$ cat src/rtl/raster_scan_sequencer.sv
// raster_scan_sequencer
//   Raster coordinate source for the ray-march pixel pipeline. It emits beats of
//   LANES adjacent pixels in raster order over a frame size that is configured at
//   run time. Each beat carries start-of-frame, end-of-line and end-of-frame flags.
//   Credit-based flow control limits the number of beats in flight downstream.
//   The block supports start/stop, single-shot or continuous operation and keeps a
//   count of completed frames.
//
// Ports
//   clk, rst       pipeline clock, synchronous active-high reset
//   cfg_width      frame width in pixels (sampled at start and at each frame boundary)
//   cfg_height     frame height in lines (sampled with cfg_width)
//   cfg_single     1 = one frame per start, 0 = continuous
//   start, stop    1-cycle control requests
//   coord_valid/coord_ready  beat handshake
//   coord_x/y      lane-0 x and line y of the current beat
//   coord_sof/eol/eof        frame/line markers of the current beat
//   credit_ret     one beat retired at the pipeline output
//   busy           sequencer not idle
//   in_flight      beats issued but not yet returned
//   frame_count    completed frames since reset (wraps)
//   cfg_err        1-cycle pulse: config rejected
//   credit_err     sticky: credit returned while nothing was in flight
module raster_scan_sequencer #(
  parameter  int X_WIDTH     = 10,
  parameter  int Y_WIDTH     = 9,
  parameter  int LANES       = 1,
  parameter  int MAX_CREDITS = 16,
  localparam int CW          = $clog2(MAX_CREDITS + 1)
) (
  input  logic               clk,
  input  logic               rst,
  input  logic [X_WIDTH-1:0] cfg_width,
  input  logic [Y_WIDTH-1:0] cfg_height,
  input  logic               cfg_single,
  input  logic               start,
  input  logic               stop,
  output logic               coord_valid,
  input  logic               coord_ready,
  output logic [X_WIDTH-1:0] coord_x,
  output logic [Y_WIDTH-1:0] coord_y,
  output logic               coord_sof,
  output logic               coord_eol,
  output logic               coord_eof,
  input  logic               credit_ret,
  output logic               busy,
  output logic [CW-1:0]      in_flight,
  output logic [15:0]        frame_count,
  output logic               cfg_err,
  output logic               credit_err
);

  typedef enum logic [1:0] {
    S_IDLE  = 2'd0,
    S_RUN   = 2'd1,
    S_DRAIN = 2'd2
  } state_t;

  state_t             r_state;
  state_t             w_state_nxt;

  logic [X_WIDTH-1:0] r_x;
  logic [Y_WIDTH-1:0] r_y;
  logic [X_WIDTH-1:0] r_width;
  logic [Y_WIDTH-1:0] r_height;
  logic               r_single;
  logic               r_stop_pend;
  logic [CW-1:0]      r_in_flight;
  logic [15:0]        r_frame_count;
  logic               r_cfg_err;
  logic               r_credit_err;

  logic [X_WIDTH-1:0] w_x_nxt;
  logic [Y_WIDTH-1:0] w_y_nxt;
  logic [X_WIDTH-1:0] w_width_nxt;
  logic [Y_WIDTH-1:0] w_height_nxt;
  logic               w_single_nxt;
  logic               w_stop_pend_nxt;
  logic [CW-1:0]      w_in_flight_nxt;
  logic [15:0]        w_frame_count_nxt;
  logic               w_cfg_err_nxt;
  logic               w_credit_err_nxt;

  logic               w_cfg_ok;
  logic               w_valid;
  logic               w_accept;
  logic               w_ret;
  logic               w_eol;
  logic               w_eof;
  logic               w_sof;

  // Incoming configuration check, applied whenever a frame is about to begin.
  assign w_cfg_ok = (cfg_width != '0) && (cfg_height != '0) &&
                    ((cfg_width % X_WIDTH'(LANES)) == '0);

  // Valid depends only on registered state and in_flight. in_flight can rise
  // only through an accept, so a pending beat is never withdrawn.
  assign w_valid  = (r_state == S_RUN) && (r_in_flight < CW'(MAX_CREDITS));
  assign w_accept = w_valid && coord_ready;
  assign w_ret    = credit_ret && (r_in_flight != '0);

  // Flags are computed from the latched geometry. They are held low whenever no
  // beat is presented, so idle and reset outputs read as zero.
  assign w_eol = (r_x == (r_width - X_WIDTH'(LANES)));
  assign w_eof = w_eol && (r_y == (r_height - Y_WIDTH'(1)));
  assign w_sof = (r_x == '0) && (r_y == '0);

  always_comb begin
    w_in_flight_nxt = r_in_flight;
    if (w_accept && !w_ret) begin
      w_in_flight_nxt = r_in_flight + CW'(1);
    end else if (!w_accept && w_ret) begin
      w_in_flight_nxt = r_in_flight - CW'(1);
    end
  end

  always_comb begin
    w_state_nxt       = r_state;
    w_x_nxt           = r_x;
    w_y_nxt           = r_y;
    w_width_nxt       = r_width;
    w_height_nxt      = r_height;
    w_single_nxt      = r_single;
    w_stop_pend_nxt   = r_stop_pend;
    w_frame_count_nxt = r_frame_count;
    w_cfg_err_nxt     = 1'b0;
    w_credit_err_nxt  = r_credit_err || (credit_ret && (r_in_flight == '0));

    unique case (r_state)
      S_IDLE: begin
        // A stop arriving with start is dropped: stop_pend is cleared here.
        if (start) begin
          if (w_cfg_ok) begin
            w_state_nxt     = S_RUN;
            w_width_nxt     = cfg_width;
            w_height_nxt    = cfg_height;
            w_single_nxt    = cfg_single;
            w_x_nxt         = '0;
            w_y_nxt         = '0;
            w_stop_pend_nxt = 1'b0;
          end else begin
            w_cfg_err_nxt = 1'b1;
          end
        end
      end

      S_RUN: begin
        if (stop) begin
          w_stop_pend_nxt = 1'b1;
        end
        if (w_accept) begin
          if (w_eol) begin
            w_x_nxt = '0;
            if (w_eof) begin
              w_y_nxt           = '0;
              w_frame_count_nxt = r_frame_count + 16'd1;
              // A stop seen on the eof beat itself still ends the run.
              if (r_single || r_stop_pend || stop) begin
                w_state_nxt     = S_DRAIN;
                w_stop_pend_nxt = 1'b0;
              end else if (w_cfg_ok) begin
                // Back-to-back frame: relatch geometry, no idle cycle.
                w_width_nxt  = cfg_width;
                w_height_nxt = cfg_height;
                w_single_nxt = cfg_single;
              end else begin
                w_state_nxt   = S_DRAIN;
                w_cfg_err_nxt = 1'b1;
              end
            end else begin
              w_y_nxt = r_y + Y_WIDTH'(1);
            end
          end else begin
            w_x_nxt = r_x + X_WIDTH'(LANES);
          end
        end
      end

      S_DRAIN: begin
        // Leave as soon as the counter is about to hit zero, including a
        // credit returning in this very cycle.
        if (w_in_flight_nxt == '0) begin
          w_state_nxt = S_IDLE;
        end
      end

      default: begin
        w_state_nxt = S_IDLE;
      end
    endcase
  end

  always_ff @(posedge clk) begin
    if (rst) begin
      r_state       <= S_IDLE;
      r_x           <= '0;
      r_y           <= '0;
      r_width       <= '0;
      r_height      <= '0;
      r_single      <= 1'b0;
      r_stop_pend   <= 1'b0;
      r_in_flight   <= '0;
      r_frame_count <= '0;
      r_cfg_err     <= 1'b0;
      r_credit_err  <= 1'b0;
    end else begin
      r_state       <= w_state_nxt;
      r_x           <= w_x_nxt;
      r_y           <= w_y_nxt;
      r_width       <= w_width_nxt;
      r_height      <= w_height_nxt;
      r_single      <= w_single_nxt;
      r_stop_pend   <= w_stop_pend_nxt;
      r_in_flight   <= w_in_flight_nxt;
      r_frame_count <= w_frame_count_nxt;
      r_cfg_err     <= w_cfg_err_nxt;
      r_credit_err  <= w_credit_err_nxt;
    end
  end

  assign coord_valid = w_valid;
  assign coord_x     = r_x;
  assign coord_y     = r_y;
  assign coord_sof   = w_valid && w_sof;
  assign coord_eol   = w_valid && w_eol;
  assign coord_eof   = w_valid && w_eof;
  assign busy        = (r_state != S_IDLE);
  assign in_flight   = r_in_flight;
  assign frame_count = r_frame_count;
  assign cfg_err     = r_cfg_err;
  assign credit_err  = r_credit_err;

endmodule

$ cat config.mk
export PLATFORM = sky130hd
export DESIGN_NAME = raster_scan_sequencer
export DESIGN_NICKNAME = d
export VERILOG_FILES = /design/src/rtl/raster_scan_sequencer.sv
export SDC_FILE = /design/constraint.sdc
export NUM_CORES = 1
export LEC_CHECK = 0
export ABC_CLOCK_PERIOD_IN_PS = 3700
export CAP_MARGIN = 15
export CORE_UTILIZATION = 40
export DETAILED_ROUTE_END_ITERATION = 16
export PLACE_DENSITY = 0.68
export RECOVER_POWER = 25
export SLEW_MARGIN = 5
export SYNTH_ARGS = -nofsm -noshare
export SYNTH_HDL_FRONTEND = slang
export SYNTH_SLANG_ARGS = --single-unit
$ cat constraint.sdc
create_clock -name clk -period 3.7 [get_ports clk]
set_input_delay 0.555 -clock clk [delete_from_list [all_inputs] [get_ports clk]]
set_output_delay 0.555 -clock clk [all_outputs]
set_load 0.05 [all_outputs]
==> impl_metrics.toml, run 1 <==
[synth]
synthCells = 490
synth-xor-area-share = 0.0630
synthMuxAreaShare = 0.0581
synth_top_family_by_area = "simple AND/OR/NAND/NOR gates"
synth.ff_latch_count = 65
synth_nets = 526
synthSimpleGateAreaFrac = 0.324
syn_area_mm2 = 0.00403
synthAdderAreaFrac = 0.0310
netlist-cell-type-count = 65
synth-edff-count = 0
async_reset_ff_frac = 0
synth_top_flop_cell = "dfxtp_1"
synth-seq-area-share = 0.323
yosysWarnings = 0
syn_avg_cell_area_um2 = 8.22
synth_compound_area_frac = 0.156

[drt]
dr.pass1.iters = 4
dr_total_vias = 3770
met2_length_um = 4790
first_iter_violations = 146
wl_met1_um = 4770
wirelength_um = 10300
top_layer_used = "met4"
dr_wl_met3_um = 578
wire_per_inst_um = 14.9
via_per_inst = 5.46
ant_nets = 0
post-route-drc-count = 0

[finish]
synthToLayoutAreaGrowth_pct = 26.1
fillers = 906
drive_gt1_frac = 0.0699
final_cell_mix = "65 x dfxtp_1, 48 x nand2b_1, 42 x clkdlybuf4s50_1, 37 x nor2_1"
antenna_cells = 0
regArea_mm2 = 0.00130
fin_nets = 589
layout_commonest_cell = "dfxtp_1"
final_util = 0.520
multi_input_area_mm2 = 0.00256

[global_route]
grt_max_degree = 46
antenna_found_initial = 0
gr-total-overflow = 0
first_global_vias = 3524
grt_usage = 0.207
grt_pass1_wl_um = 16600

[cts]
clock-sinks = 65
h-tree-depth = 3
cts_buffers = 9
cts-root-buf = "clkbuf_8"
clkTransAtPathRegs_ns = 0.08
cts_max_path_buffers = 2
clock_latency_ns = 0.35
cts_tree = "yes"
postCtsHoldBufs = 0

[power_and_ir_drop]
seqPwrFrac = 0.378
p_int_w = 0.00144
irDropWorstVdd_mv = 0.464
clkPwrFrac = 0.314
p_sw_w = 0.000767
power_density_mw_per_mm2 = 434
power.leakage_nw = 1.99
combPwrFrac = 0.308
finalPower_w = 0.00221
p_sw_frac = 0.348

[die]
start_util = 0.412
num_rows = 36
pin_count = 73
core_area_mm2 = 0.00977
dieArea_mm2 = 0.0105
die_h_um = 102
die_w_um = 102

[place]
gp_congestion = 0.854
dpl.hpwl_um = 7470
io_buffer_count = 72

[setup_path]
worst_setup_path_end_kind = "output port"
cp.arrival_ns = 2.88
r2r_cells = 9
startpoint = "r_height[0]"
r2r-start = "r_height[0]"
critPathMaxFanout = 5
worst_r2r_endpoint = "frame_count[10]"
worst_ep_required_time_ns = 3.14
r2r_slack_ns = 0.56
startpoint_type = "flop"
crit_type = "reg2out"
endpoint = "coord_eof"

[timing]
rsz0062_at_grt = "false"
finalCritPeriodShare = 0.929
setup_tns_ns = 0
max_freq_ghz = 0.291
finalSetupViolations = 0
relSlewSlack = 0.624
tightest_slew_ns = 0.560
period_needed_ns = 3.44
hold_ws_ns = 0.486
finalHoldViolations = 0
finalMaxSlewViolations = 0
finalClockSkew_ns = 0.00928

[status]
status = "finished clean"

[run]
max_cap_viol_count = 0

[worst_hold_path]
holdCritPathClass = "reg2reg"
cell type report:
cell class,instances,share of cell area
Tap cell,133,0.0327
Clock buffer,14,0.0320
Sequential cell,65,0.256
Inverter,20,0.0148
Multi-Input combinational cell,380,0.503
Timing Repair Buffer,77,0.150
Clock inverter,2,0.0118
power groups by stage:
stage,logic [W],clock network [W],registers (W)
3_5_place_dp,0.000686,0,0.000846
4_1_cts,0.000690,0.000703,0.000832
3_3_place_gp,0.000676,0,0.000844
5_1_grt,0.000744,0.000745,0.000842
2_1_floorplan,0.000399,0,0.000935
6_report,0.000680,0.000693,0.000834
cells in the mapped netlist (17+ instances only):
master	instances	share of area
nand4_1	17	0.026
clkbuf_1	19	0.018
nor2_1	37	0.034
inv_1	19	0.018
nand2b_1	48	0.075
xor2_1	19	0.041
nand2_1	21	0.020
mux2i_1	20	0.050
dfxtp_1	65	0.32
a21oi_1	29	0.036
nand3_1	28	0.035
through the flow:
stage	cell area, um^2	worst slack, ns	std cells
floorplan	4030	0.381	490
global placement	4850	0.501	674
detailed placement	4850	0.390	674
CTS	5070	0.185	690
global route	5080	0.0192	691
finish	5080	0.264	691
worst max-delay path, cell delays in order (launching register included):
cell	delay, ns
dfxtp_1	0.43
inv_1	0.08
ha_1	0.23
nor2b_1	0.14
o31a_1	0.27
a2111oi_0	0.46
o211a_1	0.39
nand3_1	0.11
nor2_1	0.26
buf_12	0.18
sequential cells by signal, indices dropped and copies added, names as in the netlist, 2 cells and up:
| signal | cells |
|---|---|
| r_width | 10 |
| in_flight | 5 |
| r_height | 9 |
| coord_y | 9 |
| coord_x | 10 |
| r_state | 2 |
| frame_count | 16 |
kinds of logic after synthesis:
kind of cell | after synthesis
simple gates | 231
compound gates | 87
flops | 65
buf+inv | 45
xor+xnor | 29
mux | 23
fa+ha+maj | 10
per-layer routing:
layer,track usage,vias to the layer above
li1,-,1895
met1,0.259,1756
met2,0.334,103
met3,0.0663,16
met4,0.0769,0
met5,0,-
worst min path at each step:
stage             endpoint  cells past startpoint   startpoint  slack [ns]
2_1_floorplan  r_stop_pend                      2  r_stop_pend        0.44
3_3_place_gp   r_stop_pend                      2  r_stop_pend        0.46
3_5_place_dp   r_stop_pend                      2  r_stop_pend        0.46
4_1_cts        r_stop_pend                      2  r_stop_pend        0.49
5_1_grt        r_stop_pend                      2  r_stop_pend        0.52
6_report       r_stop_pend                      2  r_stop_pend        0.49
what timing repair did:
action	CTS	global route
setup buffers	0	1
setup endpoints to repair	0	1
gates resized for setup	0	1
Note: power is estimated with default switching activity, not from simulation.
==> run 2: changes to the inputs <==
--- a/config.mk
+++ b/config.mk
@@ -5,13 +5,14 @@
 export SDC_FILE = /design/constraint.sdc
 export NUM_CORES = 1
 export LEC_CHECK = 0
-export ABC_CLOCK_PERIOD_IN_PS = 3700
+export ABC_CLOCK_PERIOD_IN_PS = 3500
 export CAP_MARGIN = 15
 export CORE_UTILIZATION = 40
+export CTS_CLUSTER_SIZE = 40
 export DETAILED_ROUTE_END_ITERATION = 16
 export PLACE_DENSITY = 0.68
 export RECOVER_POWER = 25
-export SLEW_MARGIN = 5
+export SLEW_MARGIN = 20
 export SYNTH_ARGS = -nofsm -noshare
 export SYNTH_HDL_FRONTEND = slang
 export SYNTH_SLANG_ARGS = --single-unit
==> constraint.sdc (replaced) <==
create_clock -name clk -period 3.5 [get_ports clk]
set_input_delay 0.525 -clock clk [delete_from_list [all_inputs] [get_ports clk]]
set_output_delay 0.525 -clock clk [all_outputs]
set_load 0.05 [all_outputs]
==> run 2 against run 1 <==
  * Sequential share of layout area up 0.070 points
  * First-iteration DRC count up 26%
  * Sequential power up 5.4%
  * Clock power down 8.9%
  * Critical path depth unchanged
  * Combinational power up 6.8%
  * Clock-buffer cell count down 1
==> impl_metrics.toml, run 2 (same netlist as run 1, synthesis figures left out) <==
[status]
status = "finished clean"

[worst_hold_path]
holdCritPathClass = "reg2reg"

[finish]
drive_gt1_frac = 0.0716
regArea_mm2 = 0.00130
antenna_cells = 0
layout_commonest_cell = "dfxtp_1"
fillers = 955
largest_reg_flops = 16
fin_nets = 590
final_cell_mix = "65 x dfxtp_1, 48 x nand2b_1, 42 x clkdlybuf4s50_1, 37 x nor2_1"
multi_input_area_mm2 = 0.00256
synthToLayoutAreaGrowth_pct = 25.8

[run]
max_cap_viol_count = 0

[timing]
period_needed_ns = 3.32
finalSetupViolations = 0
hold_ws_ns = 0.475
setup_tns_ns = 0
finalCritPeriodShare = 0.947
rsz0062_at_grt = "false"
finalHoldViolations = 0
max_freq_ghz = 0.302
tightest_slew_ns = 0.587
finalMaxSlewViolations = 0
finalClockSkew_ns = 0.00536
relSlewSlack = 0.605

[drt]
dr.pass1.iters = 5
wire_per_inst_um = 15.0
first_iter_violations = 184
dr_total_vias = 3784
via_per_inst = 5.47
ant_nets = 0
wirelength_um = 10400
post-route-drc-count = 0

[setup_path]
r2r_cells = 11
r2r-start = "r_width[0]"
endpoint = "coord_eof"
cp.depth = 9
cp.arrival_ns = 2.79
crit_type = "reg2out"
startpoint_type = "flop"
cp_slowest_cell = "a2111oi_0"
startpoint = "r_height[0]"
crit_chain = "inv_1, ha_1, nor2b_1, o31a_1, a2111oi_0, o211a_1, nand3_1, nor2_1, buf_12"
slowest_delay_ns = 0.43
r2r_slack_ns = 0.31
worst_r2r_endpoint = "coord_y[3]"
crit_family = "compound AO/OA/AOI/OAI gates"
worst_setup_path_end_kind = "output port"
critPathBufInv = 2
critPathMaxFanout = 5
worst_ep_required_time_ns = 2.97

[global_route]
gr-total-overflow = 0
grt_pass1_wl_um = 17300
grt_usage = 0.212
grt_max_degree = 43
first_global_vias = 3696
antenna_found_initial = 0

[place]
io_buffer_count = 72
gp_congestion = 0.852
dpl.hpwl_um = 7640

[die]
die_h_um = 102
pin_count = 73
start_util = 0.412
dieArea_mm2 = 0.0105
die_w_um = 102
num_rows = 36
core_area_mm2 = 0.00977

[cts]
clock-sinks = 65
cts_tree = "yes"
cts_max_path_buffers = 2
h-tree-depth = 3
clkTransAtPathRegs_ns = 0.07
cts-root-buf = "clkbuf_8"
cts_buffers = 9
postCtsHoldBufs = 0
clock_latency_ns = 0.34

[power_and_ir_drop]
irDropWorstVdd_mv = 0.533
power_density_mw_per_mm2 = 441
power.leakage_nw = 1.98
==> run 2: cell types whose count changed in the layout (fill, tap and decap cells not counted), sizes merged <==
cell    before  now
clkinv       0    2
buf          8    9
bufinv       2    1
clkbuf      14   13
==> run 2: per-layer routing <==
metal | vias to the layer above | part of all wire | GRT usage
met4 | 0 | 0.016 | 0.0791
met5 | - | 0 | 0
met1 | 1753 | 0.46 | 0.269
met3 | 16 | 0.056 | 0.0492
met2 | 110 | 0.47 | 0.348
li1 | 1905 | - | -
==> run 2: repair_timing <==
action / CTS / global route
setup endpoints to repair: 0 / 1
buffers inserted: 0 / 1
resized for setup: 0 / 1
==> run 2: final cells by class <==
class	instances	area share
clock buffers	13	0.0294
clock inverters	3	0.00790
inverters	20	0.0148
flip-flops and latches	65	0.257
well taps	133	0.0328
multi-input cells	380	0.504
repair buffers	78	0.154
==> run 2: worst min path at each step <==
stage,from,to,slack (ns),cells past startpoint
floorplan,r_stop_pend,r_stop_pend,0.44,2
detailed placement,r_stop_pend,r_stop_pend,0.47,2
finish,credit_err,credit_err,0.48,2
global placement,r_stop_pend,r_stop_pend,0.45,2
CTS,r_stop_pend,r_stop_pend,0.48,2
global route,r_stop_pend,r_stop_pend,0.51,2
==> run 2: through the flow <==
step / instance area [um^2] / std cells / power, W / setup slack [ns] / utilization
2_1_floorplan: 4030 / 490 / 0.00141 / 0.211 / -
3_3_place_gp: 4870 / 675 / 0.00161 / 0.444 / 0.498
3_5_place_dp: 4870 / 675 / 0.00163 / 0.244 / 0.498
4_1_cts: 5060 / 691 / 0.00227 / 0.0197 / 0.517
5_1_grt: 5070 / 692 / 0.00237 / 0.0526 / 0.519
6_report: 5070 / 692 / 0.00224 / 0.184 / 0.519
==> run 2: power by group <==
| part | leakage, nW | total [W] | switching (W) | internal [W] |
|---|---|---|---|---|
| registers | 0.529 | 0.000879 | 0.0000853 | 0.000794 |
| logic | 1.36 | 0.000726 | 0.000439 | 0.000288 |
| clock network | 0.0974 | 0.000631 | 0.000284 | 0.000347 |
| total | 1.98 | 0.00224 | 0.000808 | 0.00143 |
==> run 2: worst reg2reg max path, stage by stage (launching register included) <==
cell and delay [ns]:
dfxtp_1 0.43, inv_1 0.09, ha_1 0.30, o21ba_1 0.21, a221oi_1 0.29, a41oi_1 0.11, a2111oi_4 0.39, buf_4 0.20
buf_4 0.13, a21oi_2 0.15, or4_1 0.58, o31ai_1 0.23
==> run 3: changes to the inputs <==
--- a/config.mk
+++ b/config.mk
@@ -12,6 +12,7 @@
 export DETAILED_ROUTE_END_ITERATION = 16
 export PLACE_DENSITY = 0.68
 export RECOVER_POWER = 25
+export SKIP_CTS_REPAIR_TIMING = 1
 export SLEW_MARGIN = 20
 export SYNTH_ARGS = -nofsm -noshare
 export SYNTH_HDL_FRONTEND = slang
==> results of run 3 <==
The final DEF is identical to that of run 2; final timing and power are the same.
